<file path="src/rtl/cam_read_if.sv">
// Camera-to-frame-buffer bundle for cam_read.
// Groups the OV7670 parallel bus inputs with the dual-port RAM write port.
// The master side is the camera/bus driver and the slave side is the capture block.
// When CAM_READ_STATS_EN is defined, the frame counter and line error flag are also carried here.
interface cam_read_if #(
  parameter int AW = 15,
  parameter int DW = 12
);
  logic          CAM_vsync;
  logic          CAM_href;
  logic [7:0]    CAM_px_data;
  logic [AW-1:0] DP_RAM_addr_in;
  logic [DW-1:0] DP_RAM_data_in;
  logic          DP_RAM_regW;
  logic          frame_done;
`ifdef CAM_READ_STATS_EN
  logic [7:0]    frame_cnt;
  logic          line_err;
`endif

  modport master (
    output CAM_vsync,
    output CAM_href,
    output CAM_px_data,
    input  DP_RAM_addr_in,
    input  DP_RAM_data_in,
    input  DP_RAM_regW,
`ifdef CAM_READ_STATS_EN
    input  frame_cnt,
    input  line_err,
`endif
    input  frame_done
  );

  modport slave (
    input  CAM_vsync,
    input  CAM_href,
    input  CAM_px_data,
    output DP_RAM_addr_in,
    output DP_RAM_data_in,
    output DP_RAM_regW,
`ifdef CAM_READ_STATS_EN
    output frame_cnt,
    output line_err,
`endif
    output frame_done
  );
endinterface

</file>
<file path="src/rtl/cam_read.sv">
// cam_read: OV7670 capture block.
// Packs each pair of RGB444 bytes into one 12-bit pixel and writes it into a
// linear IMG_W x IMG_H frame buffer. A frame is armed by a vsync high->low
// sequence. Writes beyond the last pixel are suppressed until the next vsync.
// Optional statistics (frame counter, sticky line error) are built only when
// the macro CAM_READ_STATS_EN is defined.
module cam_read #(
  parameter int IMG_W = 160,
  parameter int IMG_H = 120,
  parameter int AW    = 15,
  parameter int DW    = 12
) (
  input  logic       clk,
  input  logic       rst,
  cam_read_if.slave  cam
);

  localparam logic [AW-1:0] LAST_ADDR = AW'(IMG_W * IMG_H - 1);

  typedef enum logic [2:0] {
    WAIT_VS,
    WAIT_FRAME,
    IDLE,
    BYTE1,
    BYTE0
  } state_t;

  state_t        state_q, state_d;
  logic [3:0]    byte0_q, byte0_d;
  logic [AW-1:0] addr_q, addr_d;
  logic [DW-1:0] data_q, data_d;
  logic          regw_q, regw_d;
  logic          frame_done_q, frame_done_d;
  logic          full_q, full_d;

  // Next-state, pixel packing and address bookkeeping for the capture FSM
  always_comb begin
    state_d      = state_q;
    byte0_d      = byte0_q;
    addr_d       = addr_q;
    data_d       = data_q;
    regw_d       = 1'b0;
    frame_done_d = 1'b0;
    full_d       = full_q;

    // The address advances the cycle after a strobe; the last pixel instead
    // freezes the address, blocks further writes and pulses frame_done.
    if (regw_q) begin
      if (addr_q == LAST_ADDR) begin
        full_d       = 1'b1;
        frame_done_d = 1'b1;
      end else begin
        addr_d = addr_q + AW'(1);
      end
    end

    case (state_q)
      WAIT_VS: begin
        if (cam.CAM_vsync) begin
          state_d = WAIT_FRAME;
        end
      end
      WAIT_FRAME: begin
        // Falling vsync arms a fresh frame at pixel 0
        if (!cam.CAM_vsync) begin
          state_d = IDLE;
          addr_d  = '0;
          full_d  = 1'b0;
        end
      end
      IDLE: begin
        if (cam.CAM_vsync) begin
          state_d = WAIT_FRAME;
        end else if (cam.CAM_href) begin
          byte0_d = cam.CAM_px_data[3:0];
          state_d = BYTE1;
        end
      end
      BYTE1: begin
        // vsync takes priority over a byte1 sampled in the same cycle
        if (cam.CAM_vsync) begin
          state_d = WAIT_FRAME;
        end else if (cam.CAM_href) begin
          if (!full_q) begin
            data_d = DW'({byte0_q, cam.CAM_px_data});
            regw_d = 1'b1;
          end
          state_d = BYTE0;
        end else begin
          state_d = IDLE;
        end
      end
      BYTE0: begin
        if (cam.CAM_vsync) begin
          state_d = WAIT_FRAME;
        end else if (cam.CAM_href) begin
          byte0_d = cam.CAM_px_data[3:0];
          state_d = BYTE1;
        end else begin
          state_d = IDLE;
        end
      end
      default: begin
        state_d = WAIT_VS;
      end
    endcase
  end

  // Capture state and registered RAM write port
  always_ff @(posedge clk) begin
    if (rst) begin
      state_q      <= WAIT_VS;
      byte0_q      <= '0;
      addr_q       <= '0;
      data_q       <= '0;
      regw_q       <= 1'b0;
      frame_done_q <= 1'b0;
      full_q       <= 1'b0;
    end else begin
      state_q      <= state_d;
      byte0_q      <= byte0_d;
      addr_q       <= addr_d;
      data_q       <= data_d;
      regw_q       <= regw_d;
      frame_done_q <= frame_done_d;
      full_q       <= full_d;
    end
  end

  assign cam.DP_RAM_addr_in = addr_q;
  assign cam.DP_RAM_data_in = data_q;
  assign cam.DP_RAM_regW    = regw_q;
  assign cam.frame_done     = frame_done_q;

`ifdef CAM_READ_STATS_EN
  logic [7:0]  frame_cnt_q, frame_cnt_d;
  logic        line_err_q, line_err_d;
  logic        href_q, href_d;
  logic [15:0] byte_cnt_q, byte_cnt_d;
  logic [15:0] line_cnt_q, line_cnt_d;
  logic        capturing;

  assign capturing = (state_q == IDLE) || (state_q == BYTE1) || (state_q == BYTE0);

  // Frame counting and line/frame geometry checking
  always_comb begin
    frame_cnt_d = frame_cnt_q;
    line_err_d  = line_err_q;
    href_d      = cam.CAM_href;
    byte_cnt_d  = byte_cnt_q;
    line_cnt_d  = line_cnt_q;

    // Counter moves in the same edge that raises frame_done
    if (frame_done_d) begin
      frame_cnt_d = frame_cnt_q + 8'd1;
    end

    if ((state_q == WAIT_FRAME) && !cam.CAM_vsync) begin
      byte_cnt_d = '0;
      line_cnt_d = '0;
    end else if (capturing) begin
      if (cam.CAM_vsync) begin
        // Frame ends: a truncated line or wrong line count is an error
        if (href_q || (line_cnt_q != 16'(IMG_H))) begin
          line_err_d = 1'b1;
        end
        byte_cnt_d = '0;
      end else if (cam.CAM_href) begin
        if (byte_cnt_q != 16'hFFFF) begin
          byte_cnt_d = byte_cnt_q + 16'd1;
        end
      end else if (href_q) begin
        // Falling href closes a line
        if (byte_cnt_q != 16'(2 * IMG_W)) begin
          line_err_d = 1'b1;
        end
        if (line_cnt_q != 16'hFFFF) begin
          line_cnt_d = line_cnt_q + 16'd1;
        end
        byte_cnt_d = '0;
      end
    end
  end

  // Statistics registers; line_err is sticky until reset
  always_ff @(posedge clk) begin
    if (rst) begin
      frame_cnt_q <= '0;
      line_err_q  <= 1'b0;
      href_q      <= 1'b0;
      byte_cnt_q  <= '0;
      line_cnt_q  <= '0;
    end else begin
      frame_cnt_q <= frame_cnt_d;
      line_err_q  <= line_err_d;
      href_q      <= href_d;
      byte_cnt_q  <= byte_cnt_d;
      line_cnt_q  <= line_cnt_d;
    end
  end

  assign cam.frame_cnt = frame_cnt_q;
  assign cam.line_err  = line_err_q;
`endif

endmodule

</file>
<file path="src/flat_wrapper.sv">
// flat-port wrapper written by rule: the top's interface ports become plain ports
module cam_read_flat 
#(
  parameter int IMG_W = 160,
  parameter int IMG_H = 120,
  parameter int AW    = 15,
  parameter int DW    = 12
)
  (clk, rst, cam_CAM_vsync, cam_CAM_href, cam_CAM_px_data, cam_DP_RAM_addr_in, cam_DP_RAM_data_in, cam_DP_RAM_regW, cam_frame_done);
  cam_read_if #(.AW(AW), .DW(DW)) cam_i ();
  input  logic clk;
  input  logic rst;
  input wire logic [$bits(cam_i.CAM_vsync)-1:0] cam_CAM_vsync;
  input wire logic [$bits(cam_i.CAM_href)-1:0] cam_CAM_href;
  input wire logic [$bits(cam_i.CAM_px_data)-1:0] cam_CAM_px_data;
  output wire logic [$bits(cam_i.DP_RAM_addr_in)-1:0] cam_DP_RAM_addr_in;
  output wire logic [$bits(cam_i.DP_RAM_data_in)-1:0] cam_DP_RAM_data_in;
  output wire logic [$bits(cam_i.DP_RAM_regW)-1:0] cam_DP_RAM_regW;
  output wire logic [$bits(cam_i.frame_done)-1:0] cam_frame_done;
  assign cam_i.CAM_vsync = cam_CAM_vsync;
  assign cam_i.CAM_href = cam_CAM_href;
  assign cam_i.CAM_px_data = cam_CAM_px_data;
  assign cam_DP_RAM_addr_in = cam_i.DP_RAM_addr_in;
  assign cam_DP_RAM_data_in = cam_i.DP_RAM_data_in;
  assign cam_DP_RAM_regW = cam_i.DP_RAM_regW;
  assign cam_frame_done = cam_i.frame_done;
  cam_read #(.IMG_W(IMG_W), .IMG_H(IMG_H), .AW(AW), .DW(DW)) u_core (.clk(clk), .rst(rst), .cam(cam_i));
endmodule
</file>
<file path="config.mk">
export PLATFORM = sky130hd
export DESIGN_NAME = cam_read_flat
export DESIGN_NICKNAME = d
export VERILOG_FILES = /design/src/rtl/cam_read_if.sv /design/src/rtl/cam_read.sv /design/src/flat_wrapper.sv
export SDC_FILE = /design/constraint.sdc
export NUM_CORES = 1
export LEC_CHECK = 0
export CORE_MARGIN = 2
export CORE_UTILIZATION = 51
export DETAILED_ROUTE_END_ITERATION = 12
export HOLD_SLACK_MARGIN = 0.15
export PLACE_DENSITY_LB_ADDON = 0.1
export RECOVER_POWER = 50
export SLEW_MARGIN = 20
export SYNTH_ARGS = -nofsm -noshare
export SYNTH_HDL_FRONTEND = slang
export SYNTH_SLANG_ARGS = --single-unit
export TNS_END_PERCENT = 10
</file>
<file path="constraint.sdc">
create_clock -name clk -period 5.1 [get_ports clk]
set_input_delay 1.02 -clock clk [delete_from_list [all_inputs] [get_ports clk]]
set_output_delay 1.02 -clock clk [all_outputs]
set_load 0.03 [all_outputs]
</file>
======== Yosys cells after proc, flatten, opt, wreduce, memory -nomap -nowiden ========
Index checks and enable logic that the tools add are counted.
operators by class
  bitwise logic cells ..................... 5
  shifts and indexed selects .............. 0
  reductions and logical operators ........ 7
  magnitude comparators ................... 0
  eq/ne operators ......................... 8
  divide/modulo/power cells ............... 0
  multiplexer cells ....................... 19
  add/sub/neg operators ................... 1
  multipliers ............................. 0
operators by type and width
  operator               number
  $mux 15                4
  $mux 3                 7
  $add 15x1->15 const B  1
  $eq 15x15->1 const B   1
  $pmux 3 s5             1
  $mux 1                 7
  $eq 3x2->1 const B     2
  $reduce_and 3->1       2
  $not 1->1              5
  $ne 2x2->1 const B     2
  $reduce_and 4->1       1
  $reduce_or 2->1        2
  $reduce_or 4->1        1
  $eq 3x1->1 const B     1
  $eq 3x3->1 const B     1
  $logic_not 3->1        1
  $ne 3x3->1 const B     1
word-level totals
  output and inout bits ................... 29
  bits in latches ......................... 0
  register bits after elaboration ......... 37
  logic and storage cells ................. 47
  input port bits ......................... 12
  memories ................................ 0
  memory bits (read-only) ................. 0
  RAM bits ................................ 0

======== Logic depth before layout (Yosys ltp) ========
Gate-level depths: netlist (run 1).
  depth in word-level cells ............... 5
  gate-level depth with buffers ........... 6
  gate-level depth less buffers ........... 5

======== Least setup slack after synthesis (run 1) ========
No wires, ideal clock.
  path kind ............................... input to register
  from .................................... input cam_CAM_vsync
  to ...................................... register u_core.data_q[0] (netlist: u_core.cam.DP_RAM_data_in[0])
  data arrival time ....................... 2.159 ns
  path buffers ............................ 1
  required time ........................... 4.972 ns
  path slack .............................. 2.813 ns
  cell stages on the path ................. 5
  setup time .............................. 0.128 ns
  cell sequence ........................... or3b_2 -> nor3_4 -> buf_6 -> mux2i_1 -> nor2_1
on the way
  cells in the longest elaborated chain, start to end .. 2
ends and longest elaborated chain
  what                        line                text
  from (decl)                 flat_wrapper.sv:13  input wire logic [$bits(cam_i.CAM_vsync)-1:0] cam_CAM_vsync;
  $not 1->1 (no line)         --
  $reduce_and 4->1 (no line)  --
  to (signal assigned)        cam_read.sv:123     data_q <= data_d;
  to (decl)                   cam_read.sv:31      logic [DW-1:0] data_q, data_d;
Every way passes these cells.
A chain may end at the register's enable or synchronous reset.

======== Worst setup path after layout (run 1) ========
  from .................................... input cam_CAM_vsync
  to ...................................... register u_core.data_q[9] (netlist: u_core.cam.DP_RAM_data_in[9])
The elaborated chain is that of the path after synthesis.

==> results, run 1 <==
- The worst setup skew after layout is 21.4 ps.
- Setup slack on the critical path of the routed design comes to 2150 ps.
- The die is 60.2 um wide.
- The total of max-cap violations is 0.
- The antenna diode count is 0.
- The top fanout value on the critical path is 12.
- The setup path with the least slack is of type in -> reg.
- The pin slew with the least headroom to its limit is 769 ps.
- The average via count per standard cell is 5.52.
- The maximum buffer depth of the clock tree is 2.
- The biggest area consumer among synthesized cells is sky130_fd_sc_hd__dfxtp_1.
- The worst hold path belongs to the class reg -> reg.
- The core region is 3030 sq um.
- Data arrives at the worst endpoint at 3140 ps.
- After clock tree synthesis, the clock-pin slew on the worst setup and hold paths is 100 ps.
- At the later pin of the worst-skew pair, clock insertion delay measures 340 ps.
- The congestion estimate from routability-driven global placement came to 0.798.
- The post-CTS setup buffer count is 0.
- Once detailed placement completed, the half-perimeter wirelength came to 2550 um.
- Among all flip-flop cells after synthesis, the most frequent one is sky130_fd_sc_hd__dfxtp_1.
- The run finished with clean final reports.
- The H-tree was split into 2 levels.
- Yosys attributes the largest share of cell area to sky130_fd_sc_hd__dfxtp_1 46%, sky130_fd_sc_hd__mux2i_1 11%, sky130_fd_sc_hd__nor2_1 6.1%.
- The setup slack of the most critical reg-to-reg path is 2990 ps.
- During placement, the flow inserted port buffers numbering 40.
- For the worst setup path, the data required time is 5290 ps.
- The cell area after placement is 2030 sq um.
- The wire length of the first global-routing pass is 5580 um.
- The sort of element at the start of the critical path is a primary input.
- The beginning of the critical path is cam_CAM_vsync.
- Entering global routing, the biggest net connects 24 pins.
- The type of element capturing the critical path is a flop.
- The net count of the finished layout is 228.
- The global-route congestion overflow total is 0.
- The startpoint identified for the worst hold timing path is u_core.cam.DP_RAM_data_in[2].
- Setup violations remaining at the end of the flow were counted as 0.
- The routed layout has 1436 vias.
- The height of the die is 60.2 um.
- 41 I/O pins were placed.
- The number of hold-slack violations in the final timing report is 0.
- The initial utilization of the core area, before any placement, comes to 0.532.
- After the first detailed-routing iteration, the DRC count stood at 73.
- The post-cts gate resize count is 0.
- The number of library cell types mapped by synthesis is 43.
- The number of nets with antenna violations after detailed routing is 0.
- The CTS sink count is 37.
- In the finished design, the share of the clock period the worst path needs comes to 0.579.
- The via count of the first global-routing pass came to 1311.
- The number of detailed-routing iterations run before antenna repair is 4.
- Setup repair after global routing left no endpoint under its margin.
- The area fraction of the dominant cell type after synthesis is 0.460.
- Of all flip-flops after synthesis, the portion carrying an async set or reset was 0.
- In this run the static leakage power is 0.740 nW.
- The global routing usage summed across all routing layers is 0.208.
- The post-synthesis cell count is 173.
- The maximum achievable frequency is 339 MHz.
- The area of the mapped netlist is 1610 sq um.
- The max-slew headroom at the worst pin is 0.488.
- After synthesis the netlist holds a flip-flop and latch count of 37.
- The finished layout cell area is 2120 sq um.
- Dividing the detail-routed wire length by the instance count gives 13.1 um.
- The worst supply voltage drop on vdd is 0.000201 V.
- The number of antenna violations at the first check in global routing was 0.
- In this run the critical register-to-register path is captured at u_core.cam.DP_RAM_data_in[9].
- The clock tree from TritonCTS is built.
- The register area share after synthesis is 0.460.
- Counting flops with a built-in enable in the synthesized netlist gives 0.
- The max-slew violation count came to 0.
- The clock period could shrink to 2950 ps.
- The placement-stage worst setup slack is 1870 ps.
- The post-synth net total is 186.
- The standard-cell row count is 20.
- In this run the power density over the cells is 249 nW/um^2.
- The total negative slack for setup checks is 0 ps.
- The launch instance of the worst register-to-register path is u_core.state_q[0].
- The share of final-layout standard cells stronger than drive strength 1 is 0.0880.
- The hold buffer count at CTS is 0.
- In the routed design, unresolved DRC markers number 0.
- The number of cell instances on the worst register-to-register path is 4.
- The final wirelength is 3410 um.
- The CTS root buffer is sky130_fd_sc_hd__clkbuf_4.
- The die covers 3630 sq um.
- The warning count from the yosys run is 0.
- Dividing the synthesized area by the synthesized cell count gives 9.32 sq um.
- The synthesis-to-layout area growth is 31.4%.
- TritonCTS created 5 clock buffers.
- The worst setup path endpoint is u_core.cam.DP_RAM_data_in[9].
[stage by stage]
| step | power, W | std cells | hold slack (ps) | util |
|---|---|---|---|---|
| after floorplan | 0.000312 | 173 | 463 | - |
| after global placement | 0.000323 | 252 | 477 | 0.671 |
| after detailed placement | 0.000324 | 252 | 487 | 0.671 |
| after CTS | 0.000534 | 260 | 513 | 0.699 |
| after global routing | 0.000547 | 260 | 535 | 0.699 |
| final | 0.000528 | 260 | 498 | 0.699 |
[final cells by class]
type | instances | area [sq um]
clock inverters | 1 | 30.0
inverters | 5 | 18.8
clock buffers | 7 | 55.1
well taps | 44 | 55.1
repair buffers | 40 | 400
fillers | 232 | 911
flip-flops and latches | 37 | 741
multi-input cells | 126 | 817
[state kept, by name (all words and copies together) (netlist names)]
| name | count |
|---|---|
| u_core.state_q | 3 |
| u_core.cam.DP_RAM_addr_in | 15 |
| u_core.full_q | 1 |
| u_core.cam.DP_RAM_data_in | 12 |
| u_core.cam.frame_done | 1 |
| u_core.byte0_q | 4 |
| u_core.cam.DP_RAM_regW | 1 |
[routing by layer]
layer / GRT usage / part of all wire
met1: 0.228 / 0.43
met4: 0.0730 / 0.0082
met5: 0 / 0
met3: 0.0714 / 0.037
met2: 0.368 / 0.52
[how the worst min path moves through the flow]
stage | cells past startpoint | slack [ps] | end
CTS | 2 | 510 | u_core.cam.DP_RAM_data_in[4]
global placement | 2 | 480 | u_core.byte0_q[1]
global route | 2 | 540 | u_core.cam.DP_RAM_data_in[0]
finish | 2 | 500 | u_core.cam.DP_RAM_data_in[2]
detailed placement | 2 | 490 | u_core.cam.DP_RAM_data_in[6]
floorplan | 2 | 460 | u_core.byte0_q[0]
[power breakdown]
part | leakage, nW | internal (W) | switching [W] | total [W]
combinational | 0.396 | 0.0000116 | 0.0000120 | 0.0000236
clock | 0.0455 | 0.000117 | 0.0000947 | 0.000212
sequential | 0.298 | 0.000291 | 0.00000226 | 0.000293
[placed cells by master (no fill, tap or decap), drive strengths merged, types with 6 or more instances in the layout]
| master | n |
|---|---|
| nand3 | 6 |
| a21oi | 10 |
| dfxtp | 37 |
| o21ai | 6 |
| nor2 | 26 |
| or3 | 7 |
| clkbuf | 7 |
| nand2 | 11 |
| clkdlybuf4s50 | 27 |
| mux2i | 17 |
| dlygate4sd3 | 13 |
[critical path: stages]
cell	delay, ps
sky130_fd_sc_hd__dlygate4sd3_1	610
sky130_fd_sc_hd__or3b_2	520
sky130_fd_sc_hd__nor3_4	630
sky130_fd_sc_hd__mux2i_1	290
sky130_fd_sc_hd__nor2_1	60
[kinds of logic (layout without fill, tap and decap cells)]
family                     after synthesis  count (layout)  share of synthesized area
buffers and inverters                   10              53                     0.0334
xor gates and xnor gates                 5               5                     0.0272
and+or+nand+nor                         80              80                      0.281
AOI/OAI and AO/OA                       23              23                     0.0854
adders and majority gates                1               1                    0.00776
muxes                                   17              17                      0.106
DFF                                     37              37                      0.460
[synthesized netlist by cell type, types with 2 or more instances]
cell / instances
sky130_fd_sc_hd__or4_2: 2
sky130_fd_sc_hd__nand4_1: 5
sky130_fd_sc_hd__inv_1: 5
sky130_fd_sc_hd__buf_6: 2
sky130_fd_sc_hd__or3_1: 6
sky130_fd_sc_hd__or4_1: 2
sky130_fd_sc_hd__nand3_1: 4
sky130_fd_sc_hd__o21ai_0: 6
sky130_fd_sc_hd__xor2_1: 2
sky130_fd_sc_hd__mux2i_1: 17
sky130_fd_sc_hd__nor3_1: 4
sky130_fd_sc_hd__nand3_2: 2
sky130_fd_sc_hd__a21oi_1: 10
sky130_fd_sc_hd__nand2_1: 10
sky130_fd_sc_hd__dfxtp_1: 37
sky130_fd_sc_hd__clkbuf_1: 2
sky130_fd_sc_hd__nor2_1: 26
sky130_fd_sc_hd__nor4_1: 4
sky130_fd_sc_hd__xnor2_1: 3
No activity file was read; power rests on OpenSTA's default activity.
==> inputs of run 2 (changes only) <==
- CORE_UTILIZATION: 51 -> 43
- clock period: 5.1 -> 2.6 ns (I/O delays scaled with it)
==> run 2 against run 1 <==
Compared with the run above:
- first-iteration DRC count shrank 26%
- non-clock buffer count grew 3
- combinational power grew 110%
- count of clock-buffer cells in the layout shrank 2
- critical path type unchanged
- largest power group unchanged
- highest routed layer unchanged
==> results, run 2 (synthesis results as in run 1) <==
- The worst setup skew after layout is 7.73 ps.
- The height of the die is 65.2 um.
- The launch instance of the worst register-to-register path is u_core.cam.DP_RAM_addr_in[0].
- The combined flip-flop and latch cell area is 741 sq um.
- The number of DRC violations after detailed routing is 0.
- The cell family contributing the most delay on the critical path is simple AND/OR/NAND/NOR gates.
- STA classifies the critical path startpoint as a primary input.
- The maximum buffer depth of the clock tree is 2.
- The clock tree from TritonCTS is built.
- The total number of cells along the worst setup path is 6.
- The standard-cell row count is 22.
- The maximum achievable frequency is 460 MHz.
- The proportion of power drawn by flip-flops and latches is 0.523.
- VDD sags by at most 0.000375 V.
- The number of antenna violations at the first check in global routing is 0.
- The beginning of the critical path is cam_CAM_vsync.
- The total negative slack for setup checks is 0 ps.
- Counting instances, the worst hold path has a depth of 2.
- The internal cell power is 0.000873 W.
- Counting the buffers created by CTS gives 5.
- The largest stage delay on the critical path is 610 ps.
- Once detail routing completed, the nets flagged for antenna violations numbered 0.
- The full die area is 4250 sq um.
- The path class of the tightest hold or removal check is reg -> reg.
- Of the cells placed in the final design, the portion with a size suffix greater than 1 is 0.0963.
- The CTS H-tree depth is 2.
- The region available for standard cell placement spans 3630 sq um.
- The average routed wire per standard cell is 12.7 um.
- The library cell used most frequently in the layout, excluding fill and tap cells, is sky130_fd_sc_hd__dfxtp_1.
- The type of element capturing the critical path is a flop.
- The kind of critical path is in -> reg.
- The worst-path cell with the longest stage delay is sky130_fd_sc_hd__dlygate4sd3_1.
- The run finished with clean final reports.
- For this run, the detailed router's first-pass iteration total came to 4.
- In this run the horizontal extent of the chip is 65.2 um.
- Counting cells, the worst reg-to-reg path comes to 5.
- Setup violations remaining at the end of the flow were counted as 0.
- The buffers plus inverters on the worst setup path is 2.
- The clock group share of total power is 0.432.
- The fraction of power consumed by combinational cells is 0.045.
- Clock latency on the worst-skew pair, taken at its later pin, is 290 ps.
- For this run the aggregate overflow at the end of global routing stands at 0.
- CTS placed an instance of sky130_fd_sc_hd__clkbuf_8 at the clock tree root.
- The maximum number of pins on one net before global-route repair is 23.
- The number of placed I/O pins is 41.
- Leaving out fill and tap cells, the most frequent cells in the layout are 37 x sky130_fd_sc_hd__dfxtp_1, 26 x sky130_fd_sc_hd__nor2_1, 24 x sky130_fd_sc_hd__clkdlybuf4s50_1.
- Of the total power, the share spent switching nets is 0.205.
- The final hold slack is 494 ps.
- The iteration-0 DRC count of the detailed router is 54.
- In this run the static leakage power is 0.771 nW.
- The via count of the first global-routing pass was 1318.
- In this run the power density over the cells is 506 nW/um^2.
- The tool flagged a number of max-cap violations equal to 0.
- The pin slew with the least headroom to its limit is 948 ps.
- Measured against its own limit, the worst slew margin works out to 0.368.
- The global routing usage summed across all routing layers is 0.173.
- Of the available clock period, the critical path in the final layout requires 0.836.
- Setup repair after global routing left no endpoint under its margin.
- The max-slew violation count is 0.
- For this design, the CTS-stage hold fixing added 0 buffers.
- Routability-driven placement finished with a final weighted congestion of 0.806.
- The startpoint identified for the worst hold timing path is u_core.cam.DP_RAM_data_in[2].
- Data arrives at the worst endpoint at 2310 ps.
- The final route contains 1415 vias.
- The area used by multi-input combinational logic is 817 sq um.
- The final standard cell count with taps included and fillers excluded is 266.
- The analysis attributes to net switching a power of 0.000225 W.
- The critical path goes through dlygate4sd3_1, or3b_2, nor3_4, buf_12, mux2i_1, nor2_1.
- The first global-routing pass estimated 5690 um of wire.
- Counting tap cells, the placed design contains a total of 259 instances.
- The register with the most flip-flops in the layout has 15 of them.
- From synthesis to final layout, the design area changed by 34.5%.
- The layout has 346 filler cells.
- The average via count per standard cell is 5.32.
- The antenna diode count is 0.
- The initial standard-cell utilization of the core is 0.444.
- The port buffer count is 40.
- The top fanout value on the critical path is 12.
- Detailed placement ended at an HPWL of 2510 um.
- After detailed routing, the total wire length is 3390 um.
- The post-CTS setup buffer count is 0.
- The clock-pin slew of the registers on the worst-case setup and hold paths is 70 ps.
- For this design, the sink count on the clock tree is 37.
- For the worst setup path, the data required time is 2740 ps.
- The routed design could run at a clock period as short as 2170 ps.
- The post-cts gate resize count is 0.
- The final layout contains 231 nets.
- The number of hold-slack violations in the final timing report was 0.
[run 2: cell count changes in the layout (fill, tap and decap cells not counted), sizes merged]
| cell | before | now |
|---|---|---|
| buf | 0 | 1 |
| dlygate4sd3 | 13 | 16 |
| clkdlybuf4s50 | 27 | 24 |
| clkinv | 0 | 1 |
[run 2: layout make-up]
type                    instances  share of cell area
clock inverters                 2              0.0162
well taps                      48              0.0277
multi-input cells             126               0.377
inverters                       5             0.00866
clock buffers                   5              0.0317
flip-flops and latches         37               0.342
repair buffers                 43               0.197
[run 2: power groups by stage]
stage,sequential (W),clock (W),combinational [W]
floorplan,0.000588,0,0.0000236
global placement,0.000587,0,0.0000502
detailed placement,0.000587,0,0.0000517
CTS,0.000574,0.000481,0.0000522
global route,0.000575,0.000512,0.0000529
finish,0.000574,0.000474,0.0000490
[run 2: worst paths after layout]
check / slack [ps] / to
hold / removal: 490 / u_core.cam.DP_RAM_data_in[2]
setup reg to reg: 550 / u_core.cam.DP_RAM_addr_in[14]
hold reg to reg: 490 / u_core.cam.DP_RAM_data_in[2]
setup / recovery: 430 / u_core.cam.DP_RAM_data_in[10]
[run 2: worst register-to-register path: stages, from the launching register on]
cell                      delay (ps)
sky130_fd_sc_hd__dfxtp_1         430
sky130_fd_sc_hd__ha_1            250
sky130_fd_sc_hd__nand2_2         110
sky130_fd_sc_hd__or4_4           550
sky130_fd_sc_hd__or4_1           480
sky130_fd_sc_hd__a21oi_1         160
[run 2: routing by layer]
layer  part of all wire  vias to the layer above  wire length, um  global-route usage
li1                   -                      712                -                   -
met1               0.44                      666             1500               0.188
met2               0.51                       32             1710               0.307
met3              0.038                        5              129              0.0514
met4              0.013                        0               43              0.0781
met5                  0                        -                0                   0
[run 2: per-stage QoR]
stage / total power, W / util / cell area (sq um) / worst slack (ps)
after detailed placement: 0.000639 / 0.570 / 2070 / 262
after floorplan: 0.000611 / - / 1610 / 491
after CTS: 0.00111 / 0.599 / 2180 / 557
final: 0.00110 / 0.597 / 2170 / 426
after global routing: 0.00114 / 0.597 / 2170 / 324
after global placement: 0.000637 / 0.570 / 2070 / 328
